[src/rtl/hub75_pkg.sv]
// Shared types for the HUB75 display path.
//   loader_state_t : frame loader FSM states
//   pixel_t        : packed {r,g,b} pixel, pixel_bpp bits per channel
//   addr_width()   : linear pixel index width for an h x v panel
package hub75_pkg;

    typedef enum logic [1:0] {
        IDLE,
        LOAD,
        PEND_SWAP
    } loader_state_t;

    localparam int unsigned pixel_bpp = 8;

    typedef struct packed {
        logic [pixel_bpp-1:0] r;
        logic [pixel_bpp-1:0] g;
        logic [pixel_bpp-1:0] b;
    } pixel_t;

    function automatic int unsigned addr_width(input int unsigned h, input int unsigned v);
        return $clog2(h * v);
    endfunction

endpackage

[src/rtl/hub75_frame_loader.sv]
// HUB75 frame loader: writes a raster pixel stream into the back half of a
// ping-pong framebuffer and swaps banks at the next display frame boundary.
// Ports:
//   clk, rst                 clock, synchronous active-high reset
//   i_enable                 loader enable
//   s_valid/s_ready/s_data   pixel stream handshake and {R,G,B} payload
//   s_sof/s_eol              start-of-frame / end-of-line markers
//   o_wr_addr/data/en        framebuffer write port, addr = {bank, index}
//   i_disp_frame_end         end-of-displayed-frame pulse from display control
//   o_disp_bank              bank currently shown by the display
//   o_frame_done             one-cycle pulse on a bank swap
//   o_err_count              saturating stream framing error count
module hub75_frame_loader
    import hub75_pkg::*;
#(
    parameter int unsigned hpixel_p = 64,
    parameter int unsigned vpixel_p = 64,
    parameter int unsigned bpp_p    = 8,
    parameter int unsigned err_wd_p = 8
) (
    input  logic                                        clk,
    input  logic                                        rst,
    input  logic                                        i_enable,
    input  logic                                        s_valid,
    output logic                                        s_ready,
    input  logic [3*bpp_p-1:0]                          s_data,
    input  logic                                        s_sof,
    input  logic                                        s_eol,
    output logic [addr_width(hpixel_p, vpixel_p):0]     o_wr_addr,
    output logic [3*bpp_p-1:0]                          o_wr_data,
    output logic                                        o_wr_en,
    input  logic                                        i_disp_frame_end,
    output logic                                        o_disp_bank,
    output logic                                        o_frame_done,
    output logic [err_wd_p-1:0]                         o_err_count
);

    localparam int unsigned addr_width_p = addr_width(hpixel_p, vpixel_p);
    localparam int unsigned x_wd = (hpixel_p > 1) ? $clog2(hpixel_p) : 1;
    localparam int unsigned y_wd = (vpixel_p > 1) ? $clog2(vpixel_p) : 1;
    localparam logic [x_wd-1:0]         x_last    = x_wd'(hpixel_p - 1);
    localparam logic [y_wd-1:0]         y_last    = y_wd'(vpixel_p - 1);
    localparam logic [addr_width_p-1:0] line_step = addr_width_p'(hpixel_p);
    localparam logic [err_wd_p-1:0]     err_max   = '1;

    loader_state_t             state;
    logic [x_wd-1:0]           x;
    logic [y_wd-1:0]           y;
    logic [addr_width_p-1:0]   idx;
    logic [addr_width_p-1:0]   line_start;
    logic                      drop;

    logic                      accept;
    logic                      do_write;
    logic [addr_width_p-1:0]   write_idx;
    logic                      to_pend;

    assign accept = s_valid & s_ready;

    function automatic logic [err_wd_p-1:0] sat_inc(input logic [err_wd_p-1:0] v);
        return (v == err_max) ? v : v + err_wd_p'(1);
    endfunction

    // Decide whether the beat accepted this cycle is written, and where.
    always_comb begin
        do_write  = 1'b0;
        write_idx = idx;
        to_pend   = 1'b0;
        if (accept && i_enable) begin
            if ((state == IDLE || state == LOAD) && s_sof) begin
                do_write  = 1'b1;
                write_idx = '0;
            end else if (state == LOAD && !drop) begin
                do_write = 1'b1;
                to_pend  = (x == x_last) && (y == y_last);
            end
        end
    end

    // Loader FSM, counters and registered write port.
    always_ff @(posedge clk) begin
        if (rst) begin
            state        <= IDLE;
            x            <= '0;
            y            <= '0;
            idx          <= '0;
            line_start   <= '0;
            drop         <= 1'b0;
            s_ready      <= 1'b0;
            o_wr_en      <= 1'b0;
            o_wr_addr    <= '0;
            o_wr_data    <= '0;
            o_disp_bank  <= 1'b0;
            o_frame_done <= 1'b0;
            o_err_count  <= '0;
        end else begin
            o_wr_en      <= 1'b0;
            o_frame_done <= 1'b0;

            if (do_write) begin
                o_wr_en   <= 1'b1;
                o_wr_addr <= {~o_disp_bank, write_idx};
                o_wr_data <= s_data;
            end

            // Ready drops the cycle after the last pixel and while a swap is pending.
            s_ready <= i_enable && !to_pend && !(state == PEND_SWAP && !i_disp_frame_end);

            unique case (state)
                IDLE: begin
                    if (accept && i_enable && s_sof) begin
                        state      <= LOAD;
                        x          <= x_wd'(1);
                        y          <= '0;
                        idx        <= addr_width_p'(1);
                        line_start <= '0;
                        drop       <= 1'b0;
                    end
                end
                LOAD: begin
                    if (!i_enable) begin
                        state <= IDLE;
                    end else if (accept) begin
                        if (s_sof) begin
                            o_err_count <= sat_inc(o_err_count);
                            x           <= x_wd'(1);
                            y           <= '0;
                            idx         <= addr_width_p'(1);
                            line_start  <= '0;
                            drop        <= 1'b0;
                        end else if (drop) begin
                            // Overlong line: discard up to and including its eol beat.
                            if (s_eol) begin
                                drop <= 1'b0;
                            end
                        end else if (to_pend) begin
                            if (!s_eol) begin
                                o_err_count <= sat_inc(o_err_count);
                            end
                            state <= PEND_SWAP;
                        end else if (s_eol || x == x_last) begin
                            // Line ends here, early (short), on time, or late (long).
                            if (!(s_eol && x == x_last)) begin
                                o_err_count <= sat_inc(o_err_count);
                            end
                            drop       <= !s_eol;
                            x          <= '0;
                            y          <= y + y_wd'(1);
                            idx        <= line_start + line_step;
                            line_start <= line_start + line_step;
                        end else begin
                            x   <= x + x_wd'(1);
                            idx <= idx + addr_width_p'(1);
                        end
                    end
                end
                PEND_SWAP: begin
                    if (i_disp_frame_end) begin
                        o_disp_bank  <= ~o_disp_bank;
                        o_frame_done <= 1'b1;
                        state        <= IDLE;
                    end
                end
                default: state <= IDLE;
            endcase
        end
    end

endmodule

[config.mk]
export PLATFORM = sky130hd
export DESIGN_NAME = hub75_frame_loader
export DESIGN_NICKNAME = d
export VERILOG_FILES = /design/src/rtl/hub75_pkg.sv /design/src/rtl/hub75_frame_loader.sv
export SDC_FILE = /design/constraint.sdc
export NUM_CORES = 1
export LEC_CHECK = 0
export ABC_AREA = 1
export ABC_CLOCK_PERIOD_IN_PS = 1900
export CAP_MARGIN = 15
export CORE_ASPECT_RATIO = 1.25
export CORE_UTILIZATION = 51
export CTS_CLUSTER_SIZE = 40
export DETAILED_ROUTE_END_ITERATION = 12
export GPL_TIMING_DRIVEN = 1
export PLACE_DENSITY = 0.89
export SYNTH_ARGS = -nofsm -noshare
export SYNTH_HDL_FRONTEND = slang
export SYNTH_SLANG_ARGS = --single-unit
[constraint.sdc]
create_clock -name clk -period 1.9 [get_ports clk]
set_input_delay 0.19 -clock clk [delete_from_list [all_inputs] [get_ports clk]]
set_output_delay 0.19 -clock clk [all_outputs]
set_load 0.01 [all_outputs]
-- Word level (Yosys, flattened, before mapping)
Index checks and enable logic that the tools add are counted.
- register bits after elaboration: 88
- input port bits: 31
- output and inout bits: 49
- word-level logic and storage cells: 132
- add/sub/neg operators: 5
- equality and inequality tests: 19
- mux-type cells: 66
- bitwise gates (word level): 3
- reductions and logical operators: 26
- operators by type and width (operator ; number):
    $mux 12 ; 16
    $mux 6 ; 14
    $mux 8 ; 7
    $pmux 12 s2 ; 2
    $ne 3x3->1 const B ; 8
    $pmux 6 s2 ; 2
    $mux 1 ; 16
    $mux 2 ; 7
    $reduce_and 7->1 ; 2
    $add 12x1->12 const B ; 1
    $add 12x7->12 const B ; 1
    $add 6x1->6 const B ; 2
    $eq 6x6->1 const B ; 2
    $reduce_and 6->1 ; 2
    $logic_and 1x1->1 ; 9
    $add 8x1->8 const B ; 1
    $eq 8x8->1 const B ; 1
    $ne 2x2->1 const B ; 4
    $pmux 2 s3 ; 1
    $logic_not 1->1 ; 5
    $reduce_and 4->1 ; 1
    $ne 3x2->1 const B ; 1
    $reduce_bool 3->1 ; 1
    $eq 2x1->1 const B ; 1
    other kinds (10) ; 12

-- Depth between registers and ports, before layout
Gate-level depths: netlist of the first run.
- depth after elaboration: 11
- mapped depth: 12
- mapped depth without buffers: 12

-- Worst setup path before layout of the first run
No wires, ideal clock.
- path kind: register to register
- start point: register x[0]
- end point: register idx[6]
- setup time: 0.128 ns
- data arrival time: 1.515 ns
- required time: 1.772 ns
- path slack: 0.258 ns
- cell stages (with the launch flop): 12
- buffers on the path: 1
- period minus slack after synthesis: 1.642 ns
- path through: dfxtp_1 -> ha_1 -> nand2_1 -> nor2_4 -> nand2_2 -> nor2_4 -> nand3_4 -> nand2_8 -> inv_4 -> buf_4 -> o21ai_0 -> nor2_1
- word-level cells in the longest chain between the ends: 9
- elaborated cells between the ends (all ways): 15
- classes of those cells: 2 x eq/ne; 10 x mux; 3 x reduce/logical
- RTL lines (item ; RTL line ; source):
    from (decl) ; hub75_frame_loader.sv:47 ; logic [x_wd-1:0] x;
    from (signal assigned) ; hub75_frame_loader.sv:113 ; x <= x_wd'(1);
    from (signal assigned) ; hub75_frame_loader.sv:126 ; x <= x_wd'(1);
    from (signal assigned) ; hub75_frame_loader.sv:152 ; x <= x + x_wd'(1);
    $eq 6x6->1 * ; hub75_frame_loader.sv:75, hub75_frame_loader.sv:141 ;
    $logic_or 1x1->1 ; hub75_frame_loader.sv:141 ; end else if (s_eol || x == x_last) begin
    $mux 12 ; hub75_frame_loader.sv:141 ;
    $mux 12 ; hub75_frame_loader.sv:136 ; end else if (to_pend) begin
    $mux 12 ; hub75_frame_loader.sv:131 ; end else if (drop) begin
    $mux 12 ; hub75_frame_loader.sv:124 ; if (s_sof) begin
    $mux 12 ; hub75_frame_loader.sv:123 ; end else if (accept) begin
    $mux 12 ; hub75_frame_loader.sv:121 ; if (!i_enable) begin
    $pmux 12 s2 ; hub75_frame_loader.sv:109 ; unique case (state)
    to (signal assigned) ; hub75_frame_loader.sv:115 ; idx <= addr_width_p'(1);
    to (signal assigned) ; hub75_frame_loader.sv:128 ; idx <= addr_width_p'(1);
    to (signal assigned) ; hub75_frame_loader.sv:149 ; idx <= line_start + line_step;
    to (decl) ; hub75_frame_loader.sv:49 ; logic [addr_width_p-1:0] idx;
Mark *: on every way between the ends. The rest lies on a longest branch, timed or not. The select of a mux whose other input is x is not followed.
A chain may end at the register's enable or synchronous reset.

-- Final worst setup path of the first run
- start point: register y[0]
- end point: register x[0]
- word-level cells in the longest chain between the ends: 7
- RTL lines (item ; RTL line ; source):
    from (decl) ; hub75_frame_loader.sv:48 ; logic [y_wd-1:0] y;
    from (signal assigned) ; hub75_frame_loader.sv:148 ; y <= y + y_wd'(1);
    $eq 6x6->1 ; hub75_frame_loader.sv:75 ; to_pend = (x == x_last) && (y == y_last);
    $logic_and 1x1->1 ; hub75_frame_loader.sv:75 ;
    $mux 1 ; hub75_frame_loader.sv:73 ; end else if (state == LOAD && !drop) begin
    $mux 1 ; hub75_frame_loader.sv:70 ; if ((state == IDLE || state == LOAD) && s_sof) begin
    $mux 1 ; hub75_frame_loader.sv:69 ; if (accept && i_enable) begin
    $ne 3x3->1 (no line) ; -- ;
    $reduce_and 6->1 (no line) ; -- ;
Every way passes these cells.

==> impl_metrics.csv, run 1 <==
group,metric,value,unit
status,outcome,"finished, final reports clean",
sta,fmax,562,MHz
synth,syn_avg_cell_area,7.21,um^2
critical_path,path_cells,"ha_2 -> nand4_1 -> nor2_4 -> nand3_4 -> nand2_8 -> inv_4 -> buf_4 -> o21ai_0 -> a21oi_1",
synth,ys_ff_latch,82,
clocking,root_buffer,"clkbuf_8",
clocking,cts_made_buffers,9,
critical_path,critical_path.top_delay_family,"simple AND/OR/NAND/NOR gates",
die,io_pins,80,
critical_path,worst_setup_path_start_kind,"flop",
detailed_routing,via_count,3848,
die,start_util,0.537,
critical_path,setup.worst_path.class,"flop to flop",
detailed_routing,via_per_inst,5.37,
sta,rsz0062_at_grt,"no",
clocking,tritoncts,"done",
clocking,cts.clk_slew.worst_paths,90,ps
synth,ys_warn_count,0,
sta,hold_viol,0,
layout,final_util,0.710,
placed_design,gp_congestion,0.918,
critical_path,endpoint_kind,"flop",
global_route,grt_max_degree,36,
synth,synth_seq_area_share,0.430,
placed_design,port-buffer-count,79,
layout,design_area,5050,um^2
detailed_routing,ant_nets,0,
hold_path,hp-class,"primary input to flop",
placed_design,placed_cell_area,4780,um^2
synth,synthCells,529,
die,num_rows,34,
detailed_routing,routed_wl,9720,um
die,die_area,7830,um^2
sta,maxSlewHeadroom,0.715,
layout,layout.nets,658,
detailed_routing,drt_iter0_drc,225,
global_route,grtUsageTotal,0.263,
layout,n_antenna_cell,0,
synth,synth_area_leaders,"dfxtp_1 43%, nand2_1 9.0%, nor2_1 9.0%, nand3_1 8.3%, o21ai_0 5.4%",
clocking,worstSkewPairLatency,370,ps
pwr,peakVddDrop,0.000509,V
sta,timing.final.crit_period,1780,ps
die,core-area,7100,um^2
synth,yosys.area.top_type_share,0.430,
critical_path,cpPeakStageDelay,380,ps
die,die_x,79.4,um
sta,fin_crit_sh,0.936,
critical_path,crit_required,2160,ps
synth,yosys.area.top_type,"dfxtp_1",
synth,synth_edf_count,0,
layout,fill_cells,531,
detailed_routing,drc,0,
placed_design,dp_hpwl,6930,um
detailed_routing,wl_per_cell,13.6,um
global_route,grt_pass1_wl,16400,um
synth,synth_ff_type,"dfxtp_1",
pwr,power.static_leakage,0.00202,uW
global_route,grt_pass1_vias,3727,
synth,ys_types,37,
pwr,power.density,657,nW/um^2
layout,drive_gt1_frac,0.116,
sta,setup_viol,0,
clocking,clkSinkCount,82,
synth,syn-cell-area,3810,um^2
placed_design,dp.cells,700,
sta,worst_slew_pin_slew,424,ps
layout,final_cells,717,
die,dieHeight,98.7,um
job,max-cap-violations,0,
clocking,cts_buffer_depth,2,
critical_path,cp.buffers_inverters,2,
critical_path,cp.arrival,2030,ps
global_route,overflow,0,
layout,multi_input_area,1920,um^2
global_route,antenna_found_initial,0,
critical_path,cp_slowest_cell,"dfxtp_1",
sta,skew,11.9,ps
synth,async_flop_share,0,
critical_path,critPathMaxFanout,8,
sta,slew_violations,0,
layout,register_area,1640,um^2
synth,syn_nets,565,
clocking,htree_levels,3,
detailed_routing,first_pass_iters,5,
layout,syn2layout_area_growth,32.3,%
metrics by stage:
step                      hold WS (ps)  TNS (ps)  worst slack [ps]  total power (uW)
after floorplan                    325         0               258              1890
after CTS                          395         0              24.3              3330
after global placement             456         0              51.5              2020
after detailed placement           463      -289             -63.5              2020
final                              401         0               122              3320
after global routing               401         0              14.3              3440
flip-flops by register name, summed over array words and instances (netlist names):
signal	cells
o_disp_bank	1
o_wr_data	24
o_err_count	8
s_ready	1
state	2
o_frame_done	1
y	6
o_wr_addr	13
o_wr_en	1
x	6
drop	1
idx	12
line_start	6
cell families (layout without fill, tap and decap cells):
| kind of cell | after synthesis | after routing | share of synthesized area |
|---|---|---|---|
| AND/OR/NAND/NOR | 283 | 283 | 0.340 |
| AO/OA/AOI/OAI | 84 | 84 | 0.117 |
| flip-flops | 82 | 82 | 0.430 |
| buffers and inverters | 67 | 165 | 0.0784 |
| XOR/XNOR | 8 | 8 | 0.0184 |
| adder cells (fa/ha/maj) | 5 | 5 | 0.0164 |
Yosys cell counts, types with 6 or more instances:
library cell and count:
nand2_1 91, nor2_1 91, dfxtp_1 82, nand3_1 63
inv_1 41, o21ai_0 41, a21oi_1 35, nor3_1 8
clkbuf_1 7, nand4_1 7, xor2_1 7, buf_2 6
tightest hold or removal path, cell delays in order:
cell	delay, ps
clkdlybuf4s50_1	400
nor2_1	100
nor2_1	50
worst paths after layout:
check                             startpoint           end  slack, ps  depth (start not counted)
worst max-delay path                    y[0]          x[0]        120                          9
worst max register to register          y[0]          x[0]        120                          9
worst min register to register  o_wr_addr[3]  o_wr_addr[3]        470                          2
worst min-delay path               s_data[7]  o_wr_data[7]        400                          3
layout by cell type (no fill, tap or decap), drive strengths merged, types with 2 or more instances in the layout:
master         instances
clkbuf                10
inv                   48
clkinv                 2
nand2                 98
clkdlybuf4s50         79
nor2                  98
nand4                  7
nand3b                 4
a21oi                 36
ha                     5
o21ai                 42
nor3                   8
clkinvlp               2
dfxtp                 82
nand3                 65
xor2                   7
o211ai                 3
buf                   23
power breakdown:
group | leakage [uW] | switching [uW] | internal (uW) | total (uW)
registers | 0.000663 | 14.3 | 1740 | 1750
logic | 0.00125 | 117 | 122 | 238
clock network | 0.0000995 | 674 | 654 | 1330
final cells by class:
type	count	share of cell area
clock inverters	6	0.0141
repair buffers	102	0.193
inverters	47	0.0359
well taps	90	0.0223
clock buffers	10	0.0273
multi-input cells	380	0.381
flip-flops and latches	82	0.326
per-layer routing:
layer / share of wire / track usage / wire length [um]
met1: 0.42 / 0.306 / 4110
met2: 0.51 / 0.454 / 4940
met3: 0.042 / 0.0639 / 410
met4: 0.026 / 0.113 / 251
met5: 0 / 0 / 0
what timing repair did:
action	CTS	global route
gates resized for setup	0	14
hold buffers	0	0
buffers inserted	0	1
setup endpoints to repair	0	32
Power figures use the tool's default switching activity.
==> run 2, diff against run 1 <==
--- a/config.mk
+++ b/config.mk
@@ -14,6 +14,8 @@
 export DETAILED_ROUTE_END_ITERATION = 12
 export GPL_TIMING_DRIVEN = 1
 export PLACE_DENSITY = 0.89
+export SLEW_MARGIN = 25
 export SYNTH_ARGS = -nofsm -noshare
 export SYNTH_HDL_FRONTEND = slang
 export SYNTH_SLANG_ARGS = --single-unit
+export TNS_END_PERCENT = 30
==> run 2 against run 1 <==
Hold slack about the same. Setup slack got worse by 1.4 ps. Cell count decreased by 0.14%. Non-clock buffer count decreased by 1. Sequential share of layout area about the same. Via count about the same. Clock skew decreased by 0.66 ps. Clock power about the same. Global-route usage unchanged. First-iteration DRC count decreased by 1.3%. Critical path depth unchanged. Critical endpoint unchanged.
==> impl_metrics.csv, run 2 (synthesized netlist as in run 1, its figures left out) <==
group,metric,value,unit
status,outcome,"finished, final reports clean",
sta,rsz0062_at_grt,"no",
critical_path,worst_setup_path_start_kind,"flop",
layout,final_cell_mix,"90 x nor2_1, 89 x nand2_1, 80 x dfxtp_1",
placed_design,port-buffer-count,79,
global_route,grt_max_degree,36,
global_route,overflow,0,
layout,multi_input_area,1920,um^2
global_route,grt_pass1_vias,3727,
detailed_routing,drt_iter0_drc,222,
layout,drive_gt1_frac,0.115,
job,max-cap-violations,0,
critical_path,endpoint_kind,"flop",
detailed_routing,first_pass_iters,5,
placed_design,dp.cells,700,
die,die_x,79.4,um
sta,setup_viol,0,
sta,timing.final.crit_period,1780,ps
global_route,grtUsageTotal,0.263,
sta,fin_crit_sh,0.937,
sta,setup_tns,0,ps
sta,maxSlewHeadroom,0.719,
detailed_routing,drc,0,
detailed_routing,via_per_inst,5.37,
clocking,tritoncts,"done",
pwr,peakVddDrop,0.000509,V
sta,skew,11.2,ps
clocking,worstSkewPairLatency,370,ps
hold_path,hp-class,"primary input to flop",
layout,layout.nets,657,
die,num_rows,34,
sta,fmax,562,MHz
die,start_util,0.537,
layout,reg_top3,"o_wr_data: 24 flops, o_wr_addr: 13 flops, idx: 12 flops",
layout,largest_register_ffs,24,
layout,fill_cells,533,
sta,worst_slew_pin_slew,419,ps
clocking,root_buffer,"clkbuf_8",
pwr,power.static_leakage,0.00201,uW
detailed_routing,wl_per_cell,13.4,um
clocking,cts_buffer_depth,2,
die,core-area,7100,um^2
die,die_area,7830,um^2
sta,slew_violations,0,
clocking,cts.clk_slew.worst_paths,90,ps
sta,whs,400,ps
clocking,clkSinkCount,82,
die,io_pins,80,
pwr,power.density,657,nW/um^2
global_route,grt_pass1_wl,16400,um
layout,syn2layout_area_growth,32.1,%
critical_path,crit_required,2160,ps
clocking,htree_levels,3,
layout,regMostFlops,"o_wr_data",
layout,register_area,1640,um^2
layout,layout_commonest_cell,"nor2_1",
global_route,antenna_found_initial,0,
clocking,cts_made_buffers,9,
detailed_routing,via_count,3846,
clocking,postCtsHoldBufs,0,
placed_design,gp_congestion,0.918,
die,dieHeight,98.7,um
detailed_routing,routed_wl,9610,um
critical_path,cp.arrival,2040,ps
layout,n_antenna_cell,0,
layout,final_cells,716,
critical_path,critPathMaxFanout,8,
detailed_routing,ant_nets,0,
critical_path,setup.worst_path.class,"flop to flop",
placed_design,dp_hpwl,6930,um
sta,hold_viol,0,
==> run 2: changes by cell type in the layout (fill, tap and decap cells not counted), sizes merged <==
cell / delta
buf: -1
==> run 2: layer usage <==
metal / vias to the layer above / wire, um / GRT usage
met1: 1791 / 4010 / 0.306
met4: 0 / 247 / 0.113
met5: - / 0 / 0
met2: 119 / 4930 / 0.454
li1: 1913 / - / -
met3: 23 / 426 / 0.0639
==> run 2: worst max-delay path, cell delays in order, from the launching register on <==
cell and delay [ps]:
dfxtp_1 390, ha_2 230, nand4_1 230, nor2_4 190
nand3_4 130, nand2_8 100, inv_4 60, buf_4 160
o21ai_0 140, a21oi_1 50
==> run 2: what timing repair did <==
action                                  in CTS  in global routing
endpoints found under the setup margin       0                 32
gates resized for setup                      0                 14
buffers inserted                             0                  0
==> run 2: metrics by stage <==
stage | utilization | power, uW | area [um^2] | setup WS (ps)
after global routing | 0.709 | 3440 | 5040 | 14.3
after floorplan | - | 1890 | 3810 | 258
after detailed placement | 0.673 | 2020 | 4780 | -63.5
after CTS | 0.702 | 3330 | 4990 | 24.3
after global placement | 0.673 | 2020 | 4780 | 51.5
final | 0.709 | 3310 | 5040 | 121
==> run 2: worst paths after layout <==
check,startpoint,to,slack (ps),depth (start not counted)
setup / recovery,y[0],x[0],120,9
hold / removal,s_data[7],o_wr_data[7],400,3
setup reg to reg,y[0],x[0],120,9
hold reg to reg,o_wr_addr[9],o_wr_addr[9],470,2
==> run 2: layout make-up <==
class | instances | share of cell area
multi-input combinational | 380 | 0.382
sequential | 82 | 0.326
timing repair buffer | 101 | 0.192
inverter | 47 | 0.0360
clock buffer | 10 | 0.0273
tap | 90 | 0.0223
clock inverter | 6 | 0.0142
==> run 2: where the power goes <==
group | internal [uW] | switching, uW
clock network | 654 | 671
registers | 1740 | 14.3
logic | 121 | 116
